===== src/rtl/fu_complete_arbiter_if.sv =====
// ---------------------------------------------------------------------------
// fu_complete_arbiter_if
//   Packet type shared by the functional units and the complete stage, and
//   the bus that connects the FU result ports and the complete-stage lanes
//   to fu_complete_arbiter.
//
//   fu_result_in    [NUM_FU]  one result per FU, qualified by .valid
//   fu_ready_out    [NUM_FU]  per-FU ready back to the FUs
//   complete_fu_out [WAYS]    registered packets to the complete stage
//   held_count                number of occupied holding slots
//
//   master: FU / complete-stage side (drives results, observes the rest)
//   slave : arbiter side
// ---------------------------------------------------------------------------
`ifndef SUPERSCALAR_WAYS
`define SUPERSCALAR_WAYS 3
`endif

package fu_complete_pkg;
  typedef struct packed {
    logic        valid;
    logic        take_branch;
    logic [5:0]  pr_idx;
    logic [4:0]  rob_idx;
    logic [31:0] value;
  } FU_COMPLETE_PACKET;
endpackage

interface fu_complete_arbiter_if
  import fu_complete_pkg::*;
#(
  parameter int NUM_FU = 5,
  parameter int WAYS   = `SUPERSCALAR_WAYS
);
  FU_COMPLETE_PACKET               fu_result_in    [NUM_FU];
  logic [NUM_FU-1:0]               fu_ready_out;
  FU_COMPLETE_PACKET               complete_fu_out [WAYS];
  logic [$clog2(NUM_FU+1)-1:0]     held_count;

  modport master (
    output fu_result_in,
    input  fu_ready_out,
    input  complete_fu_out,
    input  held_count
  );

  modport slave (
    input  fu_result_in,
    output fu_ready_out,
    output complete_fu_out,
    output held_count
  );
endinterface


===== src/rtl/fu_complete_arbiter.sv =====
// ---------------------------------------------------------------------------
// fu_complete_arbiter
//   Collects results from NUM_FU functional units into one holding slot per
//   FU and forwards up to WAYS of them per cycle to the complete stage.
//   Taken branches go first, then everything else; each class is scanned
//   round-robin from r_rr_ptr. A slot that is granted can accept a new
//   result in the same cycle, so an uncontended FU streams one result per
//   cycle with a single cycle of latency.
//
//   clock   : sole clock, rising edge
//   reset   : synchronous, active-low; dominates squash
//   squash  : flush - drops every held result and zeroes the lanes
//   fu_bus  : slave side of fu_complete_arbiter_if
//             (fu_result_in, fu_ready_out, complete_fu_out, held_count)
// ---------------------------------------------------------------------------
`ifndef SUPERSCALAR_WAYS
`define SUPERSCALAR_WAYS 3
`endif

module fu_complete_arbiter
  import fu_complete_pkg::*;
#(
  parameter int NUM_FU = 5,
  parameter int WAYS   = `SUPERSCALAR_WAYS
) (
  input  logic                   clock,
  input  logic                   reset,
  input  logic                   squash,
  fu_complete_arbiter_if.slave   fu_bus
);

  localparam int PTR_W = (NUM_FU > 1) ? $clog2(NUM_FU) : 1;
  localparam int CNT_W = $clog2(NUM_FU + 1);

  logic [NUM_FU-1:0]  r_hold_vld_p0;
  FU_COMPLETE_PACKET  r_hold_pkt_p0 [NUM_FU];
  logic [PTR_W-1:0]   r_rr_ptr;
  FU_COMPLETE_PACKET  r_lane_p1 [WAYS];

  logic [NUM_FU-1:0]  w_grant;
  logic [NUM_FU-1:0]  w_ready;
  logic [NUM_FU-1:0]  w_accept;
  logic [WAYS-1:0]    w_lane_vld;
  logic [PTR_W-1:0]   w_lane_sel [WAYS];
  logic               w_nb_any;
  logic [PTR_W-1:0]   w_nb_last;
  logic [PTR_W-1:0]   w_rr_next;
  logic [CNT_W-1:0]   w_held_count;

  // (base + off) mod NUM_FU for off < NUM_FU; the sum never exceeds
  // 2*(NUM_FU-1), so one conditional subtract is enough.
  function automatic logic [PTR_W-1:0] wrap_idx(input logic [PTR_W-1:0] base,
                                                input int              off);
    logic [PTR_W:0] s;
    s = {1'b0, base} + (PTR_W+1)'(off);
    if (s >= (PTR_W+1)'(NUM_FU)) s = s - (PTR_W+1)'(NUM_FU);
    return s[PTR_W-1:0];
  endfunction

  // Two passes over the ring starting at r_rr_ptr: pass 0 picks taken
  // branches, pass 1 the rest. Each winner takes the lowest free lane, so
  // lane order equals priority order.
  always_comb begin : arb
    logic [PTR_W-1:0] idx;
    logic             placed;
    logic             want_br;
    idx        = '0;
    placed     = 1'b0;
    want_br    = 1'b0;
    w_grant    = '0;
    w_lane_vld = '0;
    w_nb_any   = 1'b0;
    w_nb_last  = '0;
    for (int k = 0; k < WAYS; k++) w_lane_sel[k] = '0;
    for (int pass = 0; pass < 2; pass++) begin
      want_br = (pass == 0);
      for (int j = 0; j < NUM_FU; j++) begin
        idx    = wrap_idx(r_rr_ptr, j);
        placed = 1'b0;
        if (r_hold_vld_p0[idx] && (r_hold_pkt_p0[idx].take_branch == want_br)) begin
          for (int k = 0; k < WAYS; k++) begin
            if (!placed && !w_lane_vld[k]) begin
              w_lane_vld[k] = 1'b1;
              w_lane_sel[k] = idx;
              placed        = 1'b1;
            end
          end
          if (placed) begin
            w_grant[idx] = 1'b1;
            if (!want_br) begin
              w_nb_any  = 1'b1;
              w_nb_last = idx;
            end
          end
        end
      end
    end
  end

  assign w_rr_next = w_nb_any ? wrap_idx(w_nb_last, 1) : r_rr_ptr;

  // A slot can take a new result when it is empty or draining this cycle;
  // reset and squash both close every input.
  always_comb begin
    w_ready  = '0;
    w_accept = '0;
    for (int i = 0; i < NUM_FU; i++) begin
      w_ready[i]  = (~r_hold_vld_p0[i] | w_grant[i]) & ~squash & reset;
      w_accept[i] = fu_bus.fu_result_in[i].valid & w_ready[i];
    end
  end

  always_comb begin
    w_held_count = '0;
    for (int i = 0; i < NUM_FU; i++) w_held_count = w_held_count + CNT_W'(r_hold_vld_p0[i]);
  end

  // ---- p0: holding slots, round-robin pointer, output lanes (p1) ----
  always_ff @(posedge clock) begin
    if (!reset) begin
      r_hold_vld_p0 <= '0;
      r_rr_ptr      <= '0;
      for (int k = 0; k < WAYS; k++) r_lane_p1[k] <= '0;
    end else if (squash) begin
      r_hold_vld_p0 <= '0;
      for (int k = 0; k < WAYS; k++) r_lane_p1[k] <= '0;
    end else begin
      for (int i = 0; i < NUM_FU; i++) begin
        if (w_accept[i])     r_hold_vld_p0[i] <= 1'b1;
        else if (w_grant[i]) r_hold_vld_p0[i] <= 1'b0;
      end
      r_rr_ptr <= w_rr_next;
      for (int k = 0; k < WAYS; k++)
        r_lane_p1[k] <= w_lane_vld[k] ? r_hold_pkt_p0[w_lane_sel[k]] : '0;
    end
  end

  // Slot payload needs no reset: it is only ever read behind r_hold_vld_p0.
  always_ff @(posedge clock) begin
    for (int i = 0; i < NUM_FU; i++)
      if (w_accept[i]) r_hold_pkt_p0[i] <= fu_bus.fu_result_in[i];
  end

  assign fu_bus.fu_ready_out    = w_ready;
  assign fu_bus.complete_fu_out = r_lane_p1;
  assign fu_bus.held_count      = w_held_count;

endmodule


===== src/flat_wrapper.sv =====
// flat-port wrapper written by rule: the top's interface ports become plain ports
module fu_complete_arbiter_flat import fu_complete_pkg::*;
#(
  parameter int NUM_FU = 5,
  parameter int WAYS   = `SUPERSCALAR_WAYS
)
  (clock, reset, squash, fu_bus_fu_result_in, fu_bus_fu_ready_out, fu_bus_complete_fu_out, fu_bus_held_count);
  fu_complete_arbiter_if #(.NUM_FU(NUM_FU), .WAYS(WAYS)) fu_bus_i ();
  input  logic clock;
  input  logic reset;
  input  logic squash;
  input wire logic [$bits(fu_bus_i.fu_result_in)-1:0] fu_bus_fu_result_in;
  output wire logic [$bits(fu_bus_i.fu_ready_out)-1:0] fu_bus_fu_ready_out;
  output wire logic [$bits(fu_bus_i.complete_fu_out)-1:0] fu_bus_complete_fu_out;
  output wire logic [$bits(fu_bus_i.held_count)-1:0] fu_bus_held_count;
  assign fu_bus_i.fu_result_in = {>>{fu_bus_fu_result_in}};
  assign fu_bus_fu_ready_out = fu_bus_i.fu_ready_out;
  assign fu_bus_complete_fu_out = {>>{fu_bus_i.complete_fu_out}};
  assign fu_bus_held_count = fu_bus_i.held_count;
  fu_complete_arbiter #(.NUM_FU(NUM_FU), .WAYS(WAYS)) u_core (.clock(clock), .reset(reset), .squash(squash), .fu_bus(fu_bus_i));
endmodule

===== config.mk =====
export PLATFORM = sky130hd
export DESIGN_NAME = fu_complete_arbiter_flat
export DESIGN_NICKNAME = d
export VERILOG_FILES = /design/src/rtl/fu_complete_arbiter_if.sv /design/src/rtl/fu_complete_arbiter.sv /design/src/flat_wrapper.sv
export SDC_FILE = /design/constraint.sdc
export NUM_CORES = 1
export LEC_CHECK = 0
export CELL_PAD_IN_SITES_DETAIL_PLACEMENT = 1
export CELL_PAD_IN_SITES_GLOBAL_PLACEMENT = 2
export CORE_MARGIN = 2
export CORE_UTILIZATION = 39
export CTS_BUF_LIST = sky130_fd_sc_hd__clkbuf_8
export CTS_CLUSTER_DIAMETER = 50
export CTS_CLUSTER_SIZE = 28
export DETAILED_ROUTE_END_ITERATION = 10
export DONT_BUFFER_PORTS = 1
export PLACE_DENSITY_LB_ADDON = 0.1
export SLEW_MARGIN = 5
export SYNTH_ARGS = -nofsm -noshare
export SYNTH_HDL_FRONTEND = slang
export SYNTH_SLANG_ARGS = --single-unit

===== constraint.sdc =====
create_clock -name clock -period 8.3 [get_ports clock]
set_input_delay 1.245 -clock clock [delete_from_list [all_inputs] [get_ports clock]]
set_output_delay 1.245 -clock clock [all_outputs]
set_load 0.03 [all_outputs]

==> reports/results.tsv <==
stage	metric	value	unit
outcome	status	complete, no violations	
worst_setup_path	Setup crit start kind	flip-flop	
worst_setup_path	ordered cell list for the critical path	inv_1 > ha_1 > ha_1 > inv_1 > o21ai_1 > a21oi_2 > a32o_1 > nand3_2 > nand3_1 > buf_4 > a21boi_2 > a2bb2oi_4 > nor2b_1 > and2_1 > nand2_1 > nor3_1 > nor4_1 > nor2_1 > buf_4	
routing	vias	14491	
worst_setup_path	Crit-path slowest cell	nor4_1	
synth	Synth Cell Area	19400	µm²
synth	Yosys top cell area share	0.349	
worst_setup_path	Reg2Reg Launch Point	u_core.r_rr_ptr[1]$_SDFFE_PN0P_	
routing	DRT iter0 DRCs	960	
die	core area	49000	µm²
worst_setup_path	crit path to	fu_bus_fu_ready_out[4]	
final_layout	post-route cell area	21200	µm²
final_layout	# fillers	5221	
final_layout	fraction of layout cells with a size suffix above 1	0.155	
synth	Synth Warn #	0	
sta	Hold Violations, Final	0	
worst_setup_path	worst setup path startpoint	u_core.r_rr_ptr[1]$_SDFFE_PN0P_	
synth	post-synthesis sequential area ratio	0.497	
routing	Vias/cell	6.22	
sta	Max Clock Skew	0.0424	ns
synth	synthesized area per cell	11.8	µm²
routing	wire per inst	32.1	µm
synth	Synth cell types	108	
sta	max-slew violation count	0	
synth	list of most frequent post-synthesis cells	mux2i_1 (279), edfxtp_1 (225), dfxtp_1 (143)	
final_layout	Storage cell area	9620	µm²
clock_tree	# hold bufs at CTS	0	
worst_setup_path	Crit. End Element	output pin	
sta	final setup fails	0	
die	initial core utilization	0.396	
worst_setup_path	CP arrival	6.67	ns
clock_tree	CTS Buffer Depth	3	
global_route	initial antenna violation count	16	
sta	final worst slack	0.387	ns
synth	synth top area cells	edfxtp_1 (35%), dfxtp_1 (15%), mux2i_1 (14%)	
die	Cell Rows	81	
clock_tree	H-tree levels	2	
final_layout	area grow syn2layout	9.67	%
place	pre-CTS setup slack	0.799	ns
die	Die H	227	µm
sta	fmax	0.126	GHz
routing	Residual DRC	0	
worst_setup_path	Crit Path Class	reg -> out	
synth	cell with the most instances after synthesis	mux2i_1	
global_route	first-pass GRT wire length	106000	µm
sta	setup TNS	0	ns
sta	Tmin final	7.91	ns
die	Die W	227	µm
global_route	grt ovf	0	
worst_setup_path	Buf/Inv on CP	4	
global_route	largest net degree at the start of global routing	64	
synth	number of synthesized flops with an enable pin	225	
sta	Relative slew margins	0.334	
synth	net count after synthesis	1887	
place	dpl hpwl	51900	µm
worst_setup_path	WP data required	7.05	ns
place	Placed Cells	2240	
synth	Mapped Cells	1644	
synth	Yosys top cell by area	edfxtp_1	
clock_tree	Setup Buffers After CTS	0	
final_layout	nets	1862	
sta	Worst-Margin Slew	0.988	ns
die	DIE AREA	51500	µm²
worst_setup_path	CP max FO	18	
global_route	vias in the first global route	15002	
clock_tree	clk root buf	clkbuf_8	
worst_setup_path	internal reg-to-reg setup slack	1.20	ns
clock_tree	Num Clock Sinks	368	
clock_tree	Reg clk slew, reported paths	0.08	ns
place	Port Buffers	0	
routing	final wirelength	74800	µm
worst_setup_path	number of cells on the critical path	19	
routing	Antenna Nets Post-Route	0	
synth	register bit total from synthesis	368	
final_layout	final non-filler cell total	2331	
clock_tree	TritonCTS clock tree	done	
clock_tree	clock latency at the later pin of the worst-skew pair	0.65	ns
die	IO Pins	371	
synth	top_reg_cell synth	edfxtp_1	
place	Placer Congestion	0.934	
final_layout	multi-input logic area	8990	µm²
global_route	All-Layer GR Usage	0.284	
worst_setup_path	peak per-stage delay on the critical path	0.64	ns
worst_hold_path	Hold WC Path Type	reg -> reg	
sta	Final Cycle Share	0.953	
sta	RSZ-0062 raised after global routing	no	
worst_setup_path	Crit Reg-Reg Endpoint	u_core.r_hold_pkt_p0[3][32]$_DFFE_PP_	
worst_setup_path	critical path's top delay family	simple AND/OR/NAND/NOR gates	
clock_tree	CTS Buf Count	41	
routing	drt first pass iters	5	
place	placed cell area	20100	µm²
flow_run	max cap viols	0	
worst_setup_path	reg2reg path depth	17	
synth	ys async rst share	0	
-- cell families after synthesis --
family | share of synthesized area
AOI/OAI and AO/OA | 0.175
xor gates and xnor gates | 0.00581
adders and majority gates | 0.0125
buffers and inverters | 0.0431
DFF | 0.497
muxes | 0.174
and+or+nand+nor | 0.0930
-- layout make-up --
type | count | share of cell area
antenna | 15 | 0.00177
clock buffer | 45 | 0.0292
clock inverter | 31 | 0.0222
inverter | 25 | 0.00442
multi-input combinational | 1126 | 0.423
sequential | 368 | 0.453
tap | 664 | 0.0391
timing repair buffer | 57 | 0.0272
-- cells in the final DEF, fill, tap and decap left out, drive strengths merged, types with 9 or more instances in the layout --
cell	netlist	routed
a221o	46	46
a2111oi	9	9
diode	0	15
clkbuf	37	45
nor2b	11	11
and2	13	13
a21oi	42	42
xnor2	12	12
inv	23	32
dfxtp	143	143
a22o	46	46
edfxtp	225	225
nand3	35	35
bufinv	0	9
ha	12	12
a31oi	9	9
buf	88	57
mux2i	280	280
o221ai	47	47
o21ai	42	42
o211ai	20	20
nor4	11	11
mux2	46	46
a211oi	19	19
nand2b	18	18
clkinv	2	12
nor3	24	24
nor2	110	110
nand2	100	100
-- per-layer routing --
layer,vias to the layer above,share of wire,routed length [µm],track usage
li1,6387,-,-,-
met1,7440,0.42,31600,0.365
met2,527,0.48,35900,0.472
met3,131,0.067,4980,0.0603
met4,6,0.030,2230,0.0968
met5,-,0.00056,42,0
-- state kept, by name (all words and copies together) (netlist names) --
name / count
u_core.fu_bus.complete_fu_out: 135
u_core.r_hold_pkt_p0: 225
u_core.r_hold_vld_p0: 5
u_core.r_rr_ptr: 3
-- timing repair --
action,4_1_cts,5_1_grt
endpoints found under the hold margin,0,0
gates resized for setup,0,2
setup endpoints to repair,0,5
-- how the worst min path moves through the flow --
stage | from | endpoint | slack [ns] | cells past startpoint
final | u_core.r_hold_pkt_p0[4][15]$_DFFE_PP_ | u_core.fu_bus.complete_fu_out[15]$_SDFF_PP0_ | 0.52 | 2
after global routing | u_core.r_hold_pkt_p0[4][15]$_DFFE_PP_ | u_core.fu_bus.complete_fu_out[105]$_SDFF_PP0_ | 0.55 | 1
after global placement | u_core.r_hold_pkt_p0[4][26]$_DFFE_PP_ | u_core.fu_bus.complete_fu_out[26]$_SDFF_PP0_ | 0.52 | 2
after floorplan | u_core.r_hold_pkt_p0[4][13]$_DFFE_PP_ | u_core.fu_bus.complete_fu_out[13]$_SDFF_PP0_ | 0.48 | 2
after CTS | u_core.r_hold_pkt_p0[4][10]$_DFFE_PP_ | u_core.fu_bus.complete_fu_out[10]$_SDFF_PP0_ | 0.53 | 2
after detailed placement | u_core.r_hold_pkt_p0[4][10]$_DFFE_PP_ | u_core.fu_bus.complete_fu_out[10]$_SDFF_PP0_ | 0.51 | 2
-- per-stage QoR --
step	hold slack, ns	utilization
after floorplan	0.476	-
after global placement	0.515	0.411
after detailed placement	0.510	0.411
after CTS	0.530	0.433
after global routing	0.546	0.434
final	0.524	0.434
-- worst reg2reg max path, delay by kind of cell, from the launching register on --
family | cells | cell delay (ns)
adders and majority gates | 3 | 1.21
buffers and inverters | 2 | 0.56
DFF | 1 | 0.55
and+or+nand+nor | 7 | 2.17
AOI/OAI and AO/OA | 5 | 2.18
Power is left out: the tool's default activity adds up to more than one toggle a clock period on the data nets, which glitch-free logic cannot reach.
